--- config.mk ---
export PLATFORM = sky130hd
export DESIGN_NAME = mm_order_scheduler_flat
export DESIGN_NICKNAME = d
export VERILOG_FILES = /design/src/rtl/mm_order_scheduler_pkg.sv /design/src/rtl/mm_order_scheduler_if.sv /design/src/rtl/mm_side_arbiter.sv /design/src/rtl/mm_order_scheduler.sv /design/src/flat_wrapper.sv
export SDC_FILE = /design/constraint.sdc
export NUM_CORES = 1
export LEC_CHECK = 0
export CAP_MARGIN = 10
export CORE_ASPECT_RATIO = 1.4
export CORE_MARGIN = 1
export CORE_UTILIZATION = 46
export CTS_CLUSTER_DIAMETER = 120
export DETAILED_ROUTE_END_ITERATION = 16
export GPL_ROUTABILITY_DRIVEN = 0
export PLACE_DENSITY = 0.8
export SLEW_MARGIN = 15
export SYNTH_ARGS = -nofsm -noshare
export SYNTH_HDL_FRONTEND = slang
export SYNTH_HIERARCHICAL = 1
export SYNTH_SLANG_ARGS = --single-unit
--- constraint.sdc ---
create_clock -name clk -period 1.64 [get_ports clk]
set_input_delay 0.164 -clock clk [delete_from_list [all_inputs] [get_ports clk]]
set_output_delay 0.164 -clock clk [all_outputs]
set_load 0.02 [all_outputs]
--- src/rtl/mm_order_scheduler_pkg.sv ---
// Shared types and price helpers for the market-making order scheduler.
// Price and position widths are fixed here and sized for the whole slice.
package mm_pkg;

    localparam int PRICE_W = 8;
    localparam int POS_W   = 8;

    typedef enum logic [1:0] {
        IDLE,
        ISSUE,
        WAIT_ACK,
        COOLDOWN
    } state_t;

    typedef enum logic {
        BUY  = 1'b0,
        SELL = 1'b1
    } side_t;

    typedef logic [PRICE_W-1:0]        price_t;
    typedef logic signed [POS_W-1:0]   pos_t;

    // Ask price: mid plus offset, clamped at the top of the price range.
    function automatic price_t price_sat_add(input price_t a, input price_t b);
        logic [PRICE_W:0] sum;
        sum = {1'b0, a} + {1'b0, b};
        return sum[PRICE_W] ? '1 : sum[PRICE_W-1:0];
    endfunction

    // Bid price: mid minus offset, clamped at zero.
    function automatic price_t price_sat_sub(input price_t a, input price_t b);
        return (a < b) ? '0 : price_t'(a - b);
    endfunction

endpackage

--- src/rtl/mm_order_scheduler_if.sv ---
// Order/ack channel between the scheduler (master) and the exchange (slave).
interface mm_order_scheduler_if
    import mm_pkg::*;
();

    logic   ord_valid;
    logic   ord_ready;
    side_t  ord_side;
    price_t ord_price;
    logic   ack_valid;
    logic   ack_filled;

    modport master (
        output ord_valid, ord_side, ord_price,
        input  ord_ready, ack_valid, ack_filled
    );

    modport slave (
        input  ord_valid, ord_side, ord_price,
        output ord_ready, ack_valid, ack_filled
    );

endinterface

--- src/rtl/mm_side_arbiter.sv ---
// Inventory-gated eligibility and round-robin side pick for a new order.
// When both sides qualify, the side opposite the last granted one wins.
module mm_side_arbiter
    import mm_pkg::*;
#(
    parameter int POS_LIMIT = 16
) (
    input  logic  buy_req,
    input  logic  sell_req,
    input  pos_t  position,
    input  side_t last_side,
    output logic  grant,
    output side_t side
);

    localparam pos_t LIMIT = pos_t'(POS_LIMIT);

    logic buy_ok;
    logic sell_ok;

    // Eligibility against the signed inventory window, then side choice.
    always_comb begin
        // NOTE: every signal written here gets a default first, so no latch is inferred.
        buy_ok  = buy_req  && (position < LIMIT);
        sell_ok = sell_req && (position > -LIMIT);
        grant   = buy_ok || sell_ok;
        side    = BUY;
        if (buy_ok && sell_ok) begin
            side = (last_side == SELL) ? BUY : SELL;
        end else if (sell_ok) begin
            side = SELL;
        end
    end

endmodule

--- src/rtl/mm_order_scheduler.sv ---
// Market-making order scheduler: picks a side, prices off mid +/- half-spread,
// offers one order at a time, waits for ack or timeout, then cools down.
// The state named COOLDOWN is written mm_pkg::COOLDOWN because the cooldown
// length parameter shares its name.
module mm_order_scheduler
    import mm_pkg::*;
#(
    parameter int     POS_LIMIT   = 16,
    parameter price_t HALF_SPREAD = 8'h08,
    parameter int     COOLDOWN    = 4,
    parameter int     ACK_TIMEOUT = 32
) (
    input  logic   clk,
    input  logic   reset,
    input  logic   enable,
    input  logic   buy_req,
    input  logic   sell_req,
    input  price_t mid_price,
    mm_order_scheduler_if.master ord,
    output pos_t   position,
    output logic   busy,
    output logic   timeout_pulse
);

    localparam int TO_W = (ACK_TIMEOUT > 1) ? $clog2(ACK_TIMEOUT) : 1;
    localparam int CD_W = (COOLDOWN > 1) ? $clog2(COOLDOWN) : 1;
    localparam logic [TO_W-1:0] TO_LAST = TO_W'(ACK_TIMEOUT - 1);
    localparam logic [CD_W-1:0] CD_LAST = CD_W'((COOLDOWN > 0) ? COOLDOWN - 1 : 0);
    // With no cooldown the order completes straight back into IDLE.
    localparam state_t AFTER_ORDER = (COOLDOWN == 0) ? IDLE : mm_pkg::COOLDOWN;

    state_t            state;
    state_t            state_next;
    side_t             last_side;
    side_t             side_q;
    side_t             arb_side;
    price_t            price_q;
    logic              arb_grant;
    logic [TO_W-1:0]   to_cnt;
    logic [CD_W-1:0]   cd_cnt;
    logic              start;
    logic              accept;
    logic              ack_take;
    logic              expire;

    mm_side_arbiter #(
        .POS_LIMIT (POS_LIMIT)
    ) u_arbiter (
        .buy_req   (buy_req),
        .sell_req  (sell_req),
        .position  (position),
        .last_side (last_side),
        .grant     (arb_grant),
        .side      (arb_side)
    );

    assign ord.ord_valid = (state == ISSUE);
    assign ord.ord_side  = side_q;
    assign ord.ord_price = price_q;
    assign busy          = (state != IDLE);

    // Next-state decode and the single-cycle event strobes that drive the datapath.
    always_comb begin
        state_next = state;
        start      = 1'b0;
        accept     = 1'b0;
        ack_take   = 1'b0;
        expire     = 1'b0;
        unique case (state)
            IDLE: begin
                if (enable && arb_grant) begin
                    start      = 1'b1;
                    state_next = ISSUE;
                end
            end
            ISSUE: begin
                if (ord.ord_ready) begin
                    accept     = 1'b1;
                    state_next = WAIT_ACK;
                end
            end
            WAIT_ACK: begin
                // An ack on the expiry cycle wins over the timeout.
                if (ord.ack_valid) begin
                    ack_take   = 1'b1;
                    state_next = AFTER_ORDER;
                end else if (to_cnt == TO_LAST) begin
                    expire     = 1'b1;
                    state_next = AFTER_ORDER;
                end
            end
            mm_pkg::COOLDOWN: begin
                if (cd_cnt == CD_LAST) begin
                    state_next = IDLE;
                end
            end
            default: state_next = IDLE;
        endcase
    end

    // State register.
    always_ff @(posedge clk or posedge reset) begin
        // NOTE: sequential state is updated with non-blocking assignments only.
        if (reset) begin
            state <= IDLE;
        end else begin
            state <= state_next;
        end
    end

    // Order latch, round-robin history, inventory, timeout and cooldown counters.
    always_ff @(posedge clk or posedge reset) begin
        if (reset) begin
            side_q        <= BUY;
            price_q       <= '0;
            last_side     <= SELL;
            position      <= '0;
            timeout_pulse <= 1'b0;
            to_cnt        <= '0;
            cd_cnt        <= '0;
        end else begin
            timeout_pulse <= expire;

            if (start) begin
                side_q    <= arb_side;
                last_side <= arb_side;
                price_q   <= (arb_side == BUY) ? price_sat_sub(mid_price, HALF_SPREAD)
                                               : price_sat_add(mid_price, HALF_SPREAD);
            end

            if (accept) begin
                to_cnt <= '0;
            end else if (state == WAIT_ACK) begin
                to_cnt <= to_cnt + 1'b1;
            end

            if (ack_take && ord.ack_filled) begin
                position <= (side_q == BUY) ? position + pos_t'(1) : position - pos_t'(1);
            end

            if (state == mm_pkg::COOLDOWN) begin
                cd_cnt <= cd_cnt + 1'b1;
            end else begin
                cd_cnt <= '0;
            end
        end
    end

endmodule

--- src/flat_wrapper.sv ---
// flat-port wrapper written by rule: the top's interface ports become plain ports
module mm_order_scheduler_flat import mm_pkg::*;
#(
    parameter int     POS_LIMIT   = 16,
    parameter price_t HALF_SPREAD = 8'h08,
    parameter int     COOLDOWN    = 4,
    parameter int     ACK_TIMEOUT = 32
)
  (clk, reset, enable, buy_req, sell_req, mid_price, position, busy, timeout_pulse, ord_ord_valid, ord_ord_side, ord_ord_price, ord_ord_ready, ord_ack_valid, ord_ack_filled);
  mm_order_scheduler_if ord_i ();
  input  logic clk;
  input  logic reset;
  input  logic enable;
  input  logic buy_req;
  input  logic sell_req;
  input  price_t mid_price;
  output pos_t position;
  output logic busy;
  output logic timeout_pulse;
  output wire logic [$bits(ord_i.ord_valid)-1:0] ord_ord_valid;
  output wire logic [$bits(ord_i.ord_side)-1:0] ord_ord_side;
  output wire logic [$bits(ord_i.ord_price)-1:0] ord_ord_price;
  input wire logic [$bits(ord_i.ord_ready)-1:0] ord_ord_ready;
  input wire logic [$bits(ord_i.ack_valid)-1:0] ord_ack_valid;
  input wire logic [$bits(ord_i.ack_filled)-1:0] ord_ack_filled;
  assign ord_ord_valid = ord_i.ord_valid;
  assign ord_ord_side = ord_i.ord_side;
  assign ord_ord_price = ord_i.ord_price;
  assign ord_i.ord_ready = ord_ord_ready;
  assign ord_i.ack_valid = ord_ack_valid;
  assign ord_i.ack_filled = ord_ack_filled;
  mm_order_scheduler #(.POS_LIMIT(POS_LIMIT), .HALF_SPREAD(HALF_SPREAD), .COOLDOWN(COOLDOWN), .ACK_TIMEOUT(ACK_TIMEOUT)) u_core (.clk(clk), .reset(reset), .enable(enable), .buy_req(buy_req), .sell_req(sell_req), .mid_price(mid_price), .ord(ord_i), .position(position), .busy(busy), .timeout_pulse(timeout_pulse));
endmodule
=== After elaboration in Yosys (flattened, before gate mapping) ===
Index checks and enable logic that the tools add are counted.

* Flip-flop bits (word level): 28
* Input port bits: 16
* Output and inout bits: 20
* Logic and storage cells: 61

* $add $sub $neg: 6
* Order comparisons: 3
* Equal/unequal tests: 9
* Muxes and demuxes: 25
* Reduce and logical (&&, ||, !) cells: 10

{| class="wikitable"
|+ Operators with widths
! kind !! number
|-
| $mux W8 || 4
|-
| $mux W1 || 12
|-
| $mux W2 || 6
|-
| $mux W5 || 2
|-
| $add A8 B4 Y9 const B || 1
|-
| $add A8 B2 Y8 const B || 1
|-
| $gt A8 B5 Y1 const B || 1
|-
| $lt A8 B4 Y1 const B || 1
|-
| $lt A8 B6 Y1 const B || 1
|-
| $pmux W2 S4 || 1
|-
| $sub A8 B2 Y8 const B || 1
|-
| $sub A8 B4 Y8 const B || 1
|-
| $eq A2 B2 Y1 const B || 3
|-
| $ne A2 B1 Y1 const B || 3
|-
| $add A5 B1 Y5 const B || 1
|-
| $eq A5 B5 Y1 const B || 1
|-
| $logic_and A1 B1 Y1 || 5
|-
| $reduce_and A4 Y1 || 1
|-
| $reduce_bool A2 Y1 || 2
|-
| $ne A3 B2 Y1 const B || 1
|-
| $add A2 B1 Y2 const B || 1
|-
| $eq A2 B1 Y1 const B || 1
|-
| $logic_not A2 Y1 || 1
|-
| $logic_or A1 B1 Y1 || 1
|}

=== Logic depth before layout (Yosys ltp) ===
Gate-level depths: netlist of the first run.

* Depth after elaboration: 6
* Gate-level depth with buffers: 9
* Mapped depth without buffers: 8

=== Hierarchy ===
The synthesis of the first run kept the hierarchy.

{| class="wikitable"
|+ Modules (own cells, without submodules)
! module !! times used !! cells an instance !! area an instance (µm²) !! sequential area each (µm²)
|-
| mm_order_scheduler || 1 || 192 || 1759.2 || 701.9
|-
| mm_side_arbiter || 1 || 8 || 61.3 || 0.0
|}

=== Least setup slack after synthesis of the first run ===
Ideal clock, no wire load.

* Kind: register -> register
* Start: register u_core.side_q, in the netlist u_core/ord.ord_side
* End: register u_core.position[7]
* Library setup time: 0.080 ns
* Data arrival time: 1.810 ns
* Required time: 1.560 ns
* Path slack: -0.249 ns
* Cell stages (with the launch flop): 7
* Path buffers: 0
* Period minus slack after synthesis: 1.889 ns
* Path through: dfrtp_1 ha_1 a21oi_2 nor2_1 or3_4 o211ai_2 xor2_1

* Word-level cells in the longest chain between the ends: 1

{| class="wikitable"
|+ RTL lines
! element !! line !! RTL
|-
| from (decl) || mm_order_scheduler.sv:35 || <nowiki>side_t side_q;</nowiki>
|-
| from (signal assigned) || mm_order_scheduler.sv:125 || <nowiki>side_q <= arb_side;</nowiki>
|-
| $mux W8 || mm_order_scheduler.sv:138 || <nowiki>position <= (side_q == BUY) ? position + pos_t'(1) : position - pos_t'(1);</nowiki>
|-
| to (signal assigned) || mm_order_scheduler.sv:138 ||
|-
| to (decl) || mm_order_scheduler.sv:20 || <nowiki>output pos_t position,</nowiki>
|}

No other way between the ends.
A chain may end at the register's enable or synchronous reset.

=== Worst setup path after layout of the first run ===
* Start: register u_core.position[1]
* End: register u_core.price_q[5], in the netlist u_core/ord.ord_price[5]

* Elaborated cells on any way between the ends: 12
* Those cells by class: 2 x order compare; 5 x mux; 5 x reduce/logical

{| class="wikitable"
|+ RTL lines
! element !! line !! RTL
|-
| $gt A8 B5 Y1 / $lt A8 B6 Y1 (equally long branches) || mm_side_arbiter.sv:25, mm_side_arbiter.sv:24 ||
|-
| $logic_and A1 B1 Y1, on equally long branches || mm_side_arbiter.sv:25, mm_side_arbiter.sv:24 ||
|-
| $mux W1 / $logic_and A1 B1 Y1 (equally long branches) || mm_side_arbiter.sv:30, mm_side_arbiter.sv:28 ||
|-
| $mux W1 * || mm_side_arbiter.sv:28 || <nowiki>if (buy_ok && sell_ok) begin</nowiki>
|-
| via u_core.arb_side || mm_order_scheduler.sv:36 || <nowiki>side_t arb_side;</nowiki>
|-
| $mux W8 * || mm_order_scheduler.sv:127 || <nowiki>price_q <= (arb_side == BUY) ? price_sat_sub(mid_price, HALF_SPREAD)</nowiki>
|-
| to (signal assigned) || mm_order_scheduler.sv:127 ||
|-
| to (decl) || mm_order_scheduler.sv:37 || <nowiki>price_t price_q;</nowiki>
|}

The timed path passes the listed nets; every way through them passes the cells marked *.

==> results.md, run 1 <==
* Status: finished, violations left
* Failing checks: setup timing
* DRT iter0 DRCs at 57
* Layout Nets at 320
* I/O Buffers at 35
* Slew margin rel. at 73.6%
* Largest net degree at the start of global routing at 29
* Grt ovf at 0
* Share of total power in sequential cells at 22.9%
* Layout Utilization at 79.8%
* Chip width at 55.2 µm
* Worst Setup Slack, final at -337 ps
* DRT Pass-1 Iters at 4
* Initial antenna violation count at 0
* First-pass GRT wire length at 8.48 mm
* Hold WC Path Type: input port to asynchronous set/reset pin
* DP HPWL at 3.54 mm
* Pins Over Slew Limit at 0
* Sw Share at 41.9%
* WP data arrival at around 2200 ps
* Layout cells sized above 1 at between 30% and 40%
* Clk pwr share at roughly a tenth
* Clock sinks at 28
* Initial Util at 49.1%
* Comb power frac at 67.3%
* Vias in the first global route at 1935
* CTS tree: built
* H-tree Lvls at 1
* Die H at 76.4 µm
* Setup crit end: u_core/ord.ord_price[5]
* DR vias/cell at 5.80
* Commonest non-fill, non-tap cell in the layout: buf_4
* Switching power total at 0.00238 W
* Area delta synth->final at 62.5%
* Fin. Hold Viols at 0
* Io pins at 36
* Max Buffers Root-to-Sink at 2
* WL/cell at 17.7 µm
* Clock-pin slew on the worst setup and hold paths at roughly 100 ps
* Critical path endpoint category: flip-flop
* Syn Inst Count at 200
* Clock Latency Late Sink at 290 ps
* ANT nets after route at 0
* R2r setup slk at -340 ps
* Most frequent cells in the layout: buf_4, clkdlybuf4s50_1, nand2_1
* Die Area at between 4000 and 5000 µm²
* Gr usage total at 27.1%
* Min Clock Period, post-route at 1980 ps
* Kind of critical path: flip-flop to flip-flop
* Ys Warns at 6
* Post-synthesis sequential area ratio at 38.6%
* Max cap viols at 0
* Yosys reg bits at 28
* IR drop worst, VDD at 1.38 mV
* Startpoint types: flip-flop
* DRC at 0
* Num CTS Buffers at 3
* Site Rows at 26
* Hold-fix buffers at CTS at 0
* PwrDens at roughly 1900 nW/µm²
* Syn_nets at 232
* Post-synth EDFFs at 0
* Mapped Area at 1820 µm²
* Measured slew at the worst slew-check pin at 394 ps
* Root buf cell: clkbuf_8
* Max Freq at 506 MHz
* Crit Reg-Reg Startpoint: u_core/position[1]
* Core region area at 3710 µm²
* Total internal power at ~0.0033 W
* Clock skew at 4.95 ps
* RSZ-0062 raised after global routing: true
* Crit-path max FO at 5
* FF-to-FF path depth at 9
* Req. time, crit path at 1860 ps
* Via count at 1907
* Worst Setup SP: u_core/position[1]
* Ys flop type: dfrtp_1
* Reg2reg end: u_core/ord.ord_price[5]
* Post-Route WL at roughly 5.8 mm
* Hold slack final at around 250 ps
* FFs w/ async S/R, synth at between 90% and 100%
* Final setup fails at 16
* N_diodes at 0
* Final worst-path cycle share at 121%
* Leak Pwr at between 1 and 1.5 nW
* Syn avg cell area at around 9.1 µm²
* Cell variety after synth at 50
-- cell usage after synthesis (2+ instances only) --
master | n | area (µm²)
nand2_1 | 28 | 105
dfrtp_1 | 27 | 676
a21oi_1 | 17 | 85.1
ha_1 | 15 | 188
inv_1 | 12 | 45.0
o21ai_1 | 10 | 50.1
nor2_1 | 9 | 33.8
o21ai_0 | 9 | 45.0
xnor2_1 | 6 | 52.6
buf_2 | 5 | 25.0
xor2_1 | 5 | 43.8
nand3_1 | 4 | 20.0
nand4_1 | 4 | 25.0
nor3_1 | 4 | 20.0
mux2i_1 | 3 | 30.0
o22ai_1 | 3 | 18.8
a21o_1 | 2 | 15.0
a22oi_1 | 2 | 15.0
and2_1 | 2 | 12.5
and3_1 | 2 | 12.5
nor3b_1 | 2 | 15.0
-- power groups by stage --
stage | Combinational [W] | Clock, W | Sequential, W
2_1_floorplan | 0.00144 | 0 | 0.00154
3_3_place_gp | 0.00292 | 0 | 0.00130
3_5_place_dp | 0.00304 | 0 | 0.00132
4_1_cts | 0.00333 | 0.000572 | 0.00127
5_1_grt | 0.00412 | 0.000597 | 0.00133
6_report | 0.00382 | 0.000559 | 0.00130
-- through the flow --
| step | setup WS, ps | TNS (ps) | instances | power (W) | cell area, µm² |
|---|---|---|---|---|---|
| floorplan | -106 | -734 | 200 | 0.00298 | 1900 |
| global placement | -249 | -1990 | 312 | 0.00421 | 2570 |
| detailed placement | -310 | -2520 | 312 | 0.00436 | 2570 |
| CTS | -172 | -1100 | 325 | 0.00517 | 2780 |
| global route | -403 | -3950 | 329 | 0.00605 | 2960 |
| finish | -337 | -2800 | 329 | 0.00568 | 2960 |
-- how the worst min path moves through the flow --
| stage | to | depth (start not counted) | startpoint |
|---|---|---|---|
| finish | u_core/ord.ord_price[5] | 3 | reset |
| global route | u_core/position[1] | 3 | reset |
| CTS | u_core/to_cnt[2] | 3 | reset |
| detailed placement | u_core/cd_cnt[0] | 1 | u_core/cd_cnt[0] |
| global placement | u_core/cd_cnt[0] | 1 | u_core/cd_cnt[0] |
| floorplan | u_core/cd_cnt[0] | 1 | reset |
-- critical path: stages (launching register included) --
cell	delay [ps]
dfrtp_2	450
nor4_4	330
a2bb2oi_2	250
a21oi_2	70
buf_6	140
buf_4	130
mux2_4	290
nand2_2	60
a21oi_2	50
o21ai_1	130
-- logic make-up (layout without fill, tap and decap cells) --
family	count (synthesis)	in the layout	synth area share, %
adders and majority gates	16	16	11.4
xor gates and xnor gates	11	11	5.29
muxes	5	5	2.89
buffers and inverters	21	108	5.08
and+or+nand+nor	64	64	18.0
DFF	28	28	38.6
AOI/OAI and AO/OA	55	55	18.8
-- final cells by class --
cell class                      count  area [µm²]
Multi-Input combinational cell    151        1280
Timing Repair Buffer               90         793
Fill cell                         242         751
Sequential cell                    28         711
Inverter                           14        52.6
Tap cell                           42        52.6
Clock buffer                        3        41.3
Clock inverter                      1        30.0
-- metal layers --
| metal | wire length, µm | global-route usage (%) |
|---|---|---|
| met5 | 0 | 0 |
| met4 | 225 | 13.0 |
| met3 | 169 | 1.40 |
| met2 | 3310 | 50.6 |
| met1 | 2120 | 28.1 |
-- registers in the layout (all words and copies together) (netlist names) --
name                  flops
u_core/cd_cnt             2
u_core/position           8
u_core/state              2
u_core/ord.ord_price      8
u_core/last_side          1
u_core/ord.ord_side       1
u_core/timeout_pulse      1
u_core/to_cnt             5
-- timing repair --
item                       4_1_cts  5_1_grt
cloned                           1        1
setup endpoints to repair       18       16
gates resized for setup         19       36
buffers inserted                 8        5
pin swaps                       14       20
Power figures use the tool's default switching activity.
==> inputs of run 2 (changes only) <==
SKIP_CTS_REPAIR_TIMING = 1   (was default)
==> results.md, run 2 (synthesized netlist as in run 1, its figures left out) <==
* PwrDens at 1870 nW/µm² (was 1920 nW/µm²)
* ANT nets after route at 0 (unchanged)
* Gr usage total at 23.9% (was 27.1%)
* Max cap viols at 0 (unchanged)
* Layout Nets at 317 (was 320)
* WP data arrival at 2070 ps (was 2190 ps)
* I/O Buffers at 35 (unchanged)
* Vias in the first global route at 1803 (was 1935)
* Most frequent cells in the layout: buf_4, clkdlybuf4s50_1, nand2_1 (unchanged)
* Min Clock Period, post-route at 1850 ps (was 1980 ps)
* Pins Over Slew Limit at 0 (unchanged)
* Chip width at 55.2 µm (unchanged)
* Clock-pin slew on the worst setup and hold paths at 100 ps (about the same)
* Max incr delay on CP at 560 ps (was 450 ps)
* Layout Utilization at 77.8% (was 79.8%)
* Final setup fails at 16 (unchanged)
* Final worst-path cycle share at 113% (was 121%)
* WL/cell at 16.2 µm (was 17.7 µm)
* DRT Pass-1 Iters at 4 (unchanged)
* Die H at 76.4 µm (unchanged)
* Post-Route WL at 5.27 mm (was 5.83 mm)
* Num CTS Buffers at 3 (unchanged)
* Req. time, crit path at 1850 ps (was 1860 ps)
* DP HPWL at 3.54 mm (unchanged)
* Clock sinks at 28 (unchanged)
* Kind of critical path: flip-flop to flip-flop (unchanged)
* Max Buffers Root-to-Sink at 2 (unchanged)
* Worst Setup Slack, final at -214 ps (was -337 ps)
* Core region area at 3710 µm² (unchanged)
* Final non-filler cell total at 326 (was 329)
* Area delta synth->final at 58.6% (was 62.5%)
* Largest net degree at the start of global routing at 29 (unchanged)
* Leak Pwr at 1.31 nW (was 1.32 nW)
* Clock skew at 3.99 ps (was 4.95 ps)
* Clock Latency Late Sink at 280 ps (was 290 ps)
* RSZ-0062 raised after global routing: true (unchanged)
* Hold WC Path Type: input port to asynchronous set/reset pin (unchanged)
* First-pass GRT wire length at 7.60 mm (was 8.48 mm)
* Crit-path slowest cell: dfrtp_4 (was dfrtp_2)
* Root buf cell: clkbuf_8 (unchanged)
* Via count at 1855 (was 1907)
* Initial antenna violation count at 0 (unchanged)
* Startpoint types: flip-flop (unchanged)
* Hold slack final at 248 ps (was 250 ps)
* H-tree Lvls at 1 (unchanged)
* Grt ovf at 0 (unchanged)
* Layout cells sized above 1 at 35.6% (was 39.7%)
* Initial Util at 49.1% (unchanged)
* Io pins at 36 (unchanged)
* Commonest non-fill, non-tap cell in the layout: buf_4 (unchanged)
* N_diodes at 0 (unchanged)
* Status: finished, violations left (unchanged)
* DRT iter0 DRCs at 39 (was 57)
* DR vias/cell at 5.69 (was 5.80)
* Die Area at 4220 µm² (unchanged)
* Crit-path max FO at 7 (was 5)
* CTS tree: built (unchanged)
* Critical path endpoint category: flip-flop (unchanged)
* TNS Setup at -1930 ps (was -2800 ps)
* IR drop worst, VDD at 1.36 mV (was 1.38 mV)
* Placed cell count at 312 (unchanged)
* Failing checks: setup timing (unchanged)
* Cell chain of the critical path: buf_6, ha_4, nand3_1, nor2_1, or3_4, o211ai_2, xor2_1 (was nor4_4, a2bb2oi_2, a21oi_2, buf_6, buf_4, mux2_4, nand2_2, a21oi_2, o21ai_1)
* DRC at 0 (unchanged)
* Site Rows at 26 (unchanged)
* Slew margin rel. at 72.3% (was 73.6%)
* Max Freq at 539 MHz (was 506 MHz)
* Fin. Hold Viols at 0 (unchanged)
* Measured slew at the worst slew-check pin at 413 ps (was 394 ps)
run 2: cell count changes in the layout (fill, tap and decap cells not counted), moves of 2 or more:
cell            previous run  this run
buf_4                     48        45
dlymetal6s2s_1             0         3
o21ai_0                    6         8
dlygate4sd2_1              4         0
nand2_2                    6         1
nand2_1                   21        27
run 2: worst paths after layout:
| check | startpoint | to | slack (ps) | cells after the start |
|---|---|---|---|---|
| min reg2reg | u_core/cd_cnt[0] | u_core/cd_cnt[0] | 440 | 1 |
| max | u_core/ord.ord_side | u_core/position[7] | -210 | 7 |
| min | reset | u_core/position[1] | 250 | 3 |
| max reg2reg | u_core/ord.ord_side | u_core/position[7] | -210 | 7 |
| max in group asynchronous | reset | u_core/last_side | 1080 | 3 |
| min in group clk | u_core/cd_cnt[0] | u_core/cd_cnt[0] | 440 | 1 |
run 2: area by class of cell:
class,count,area [µm²]
Clock buffer,3,41.3
Clock inverter,1,30.0
Fill cell,243,822
Inverter,14,52.6
Multi-Input combinational cell,151,1230
Sequential cell,28,713
Tap cell,42,52.6
Timing Repair Buffer,87,768
run 2: metrics by stage:
stage | setup WS (ps) | area [µm²] | power [W]
after global routing | -326 | 2890 | 0.00580
after CTS | -232 | 2650 | 0.00493
after floorplan | -106 | 1900 | 0.00298
after global placement | -249 | 2570 | 0.00421
after detailed placement | -310 | 2570 | 0.00436
final | -214 | 2890 | 0.00541
run 2: critical path: cells and delay by family (launching register included):
kind | cells | cell delay, ps
AOI/OAI and AO/OA | 1 | 190
xor gates and xnor gates | 1 | 150
adders and majority gates | 1 | 220
buffers and inverters | 1 | 150
DFF | 1 | 560
and+or+nand+nor | 3 | 530
run 2: per-layer routing:
layer / up-vias / track usage, % / wire length, µm
met1: 907 / 26.4 / 2060
met5: - / 0 / 0
met2: 54 / 44.7 / 2890
met3: 18 / 0.399 / 139
met4: 0 / 9.25 / 180
li1: 876 / - / -
run 2: power breakdown:
| group | switching (W) | internal (W) |
|---|---|---|
| logic | 0.00167 | 0.00187 |
| registers | 0.000295 | 0.00101 |
| clock network | 0.000231 | 0.000328 |
| total | 0.00220 | 0.00321 |
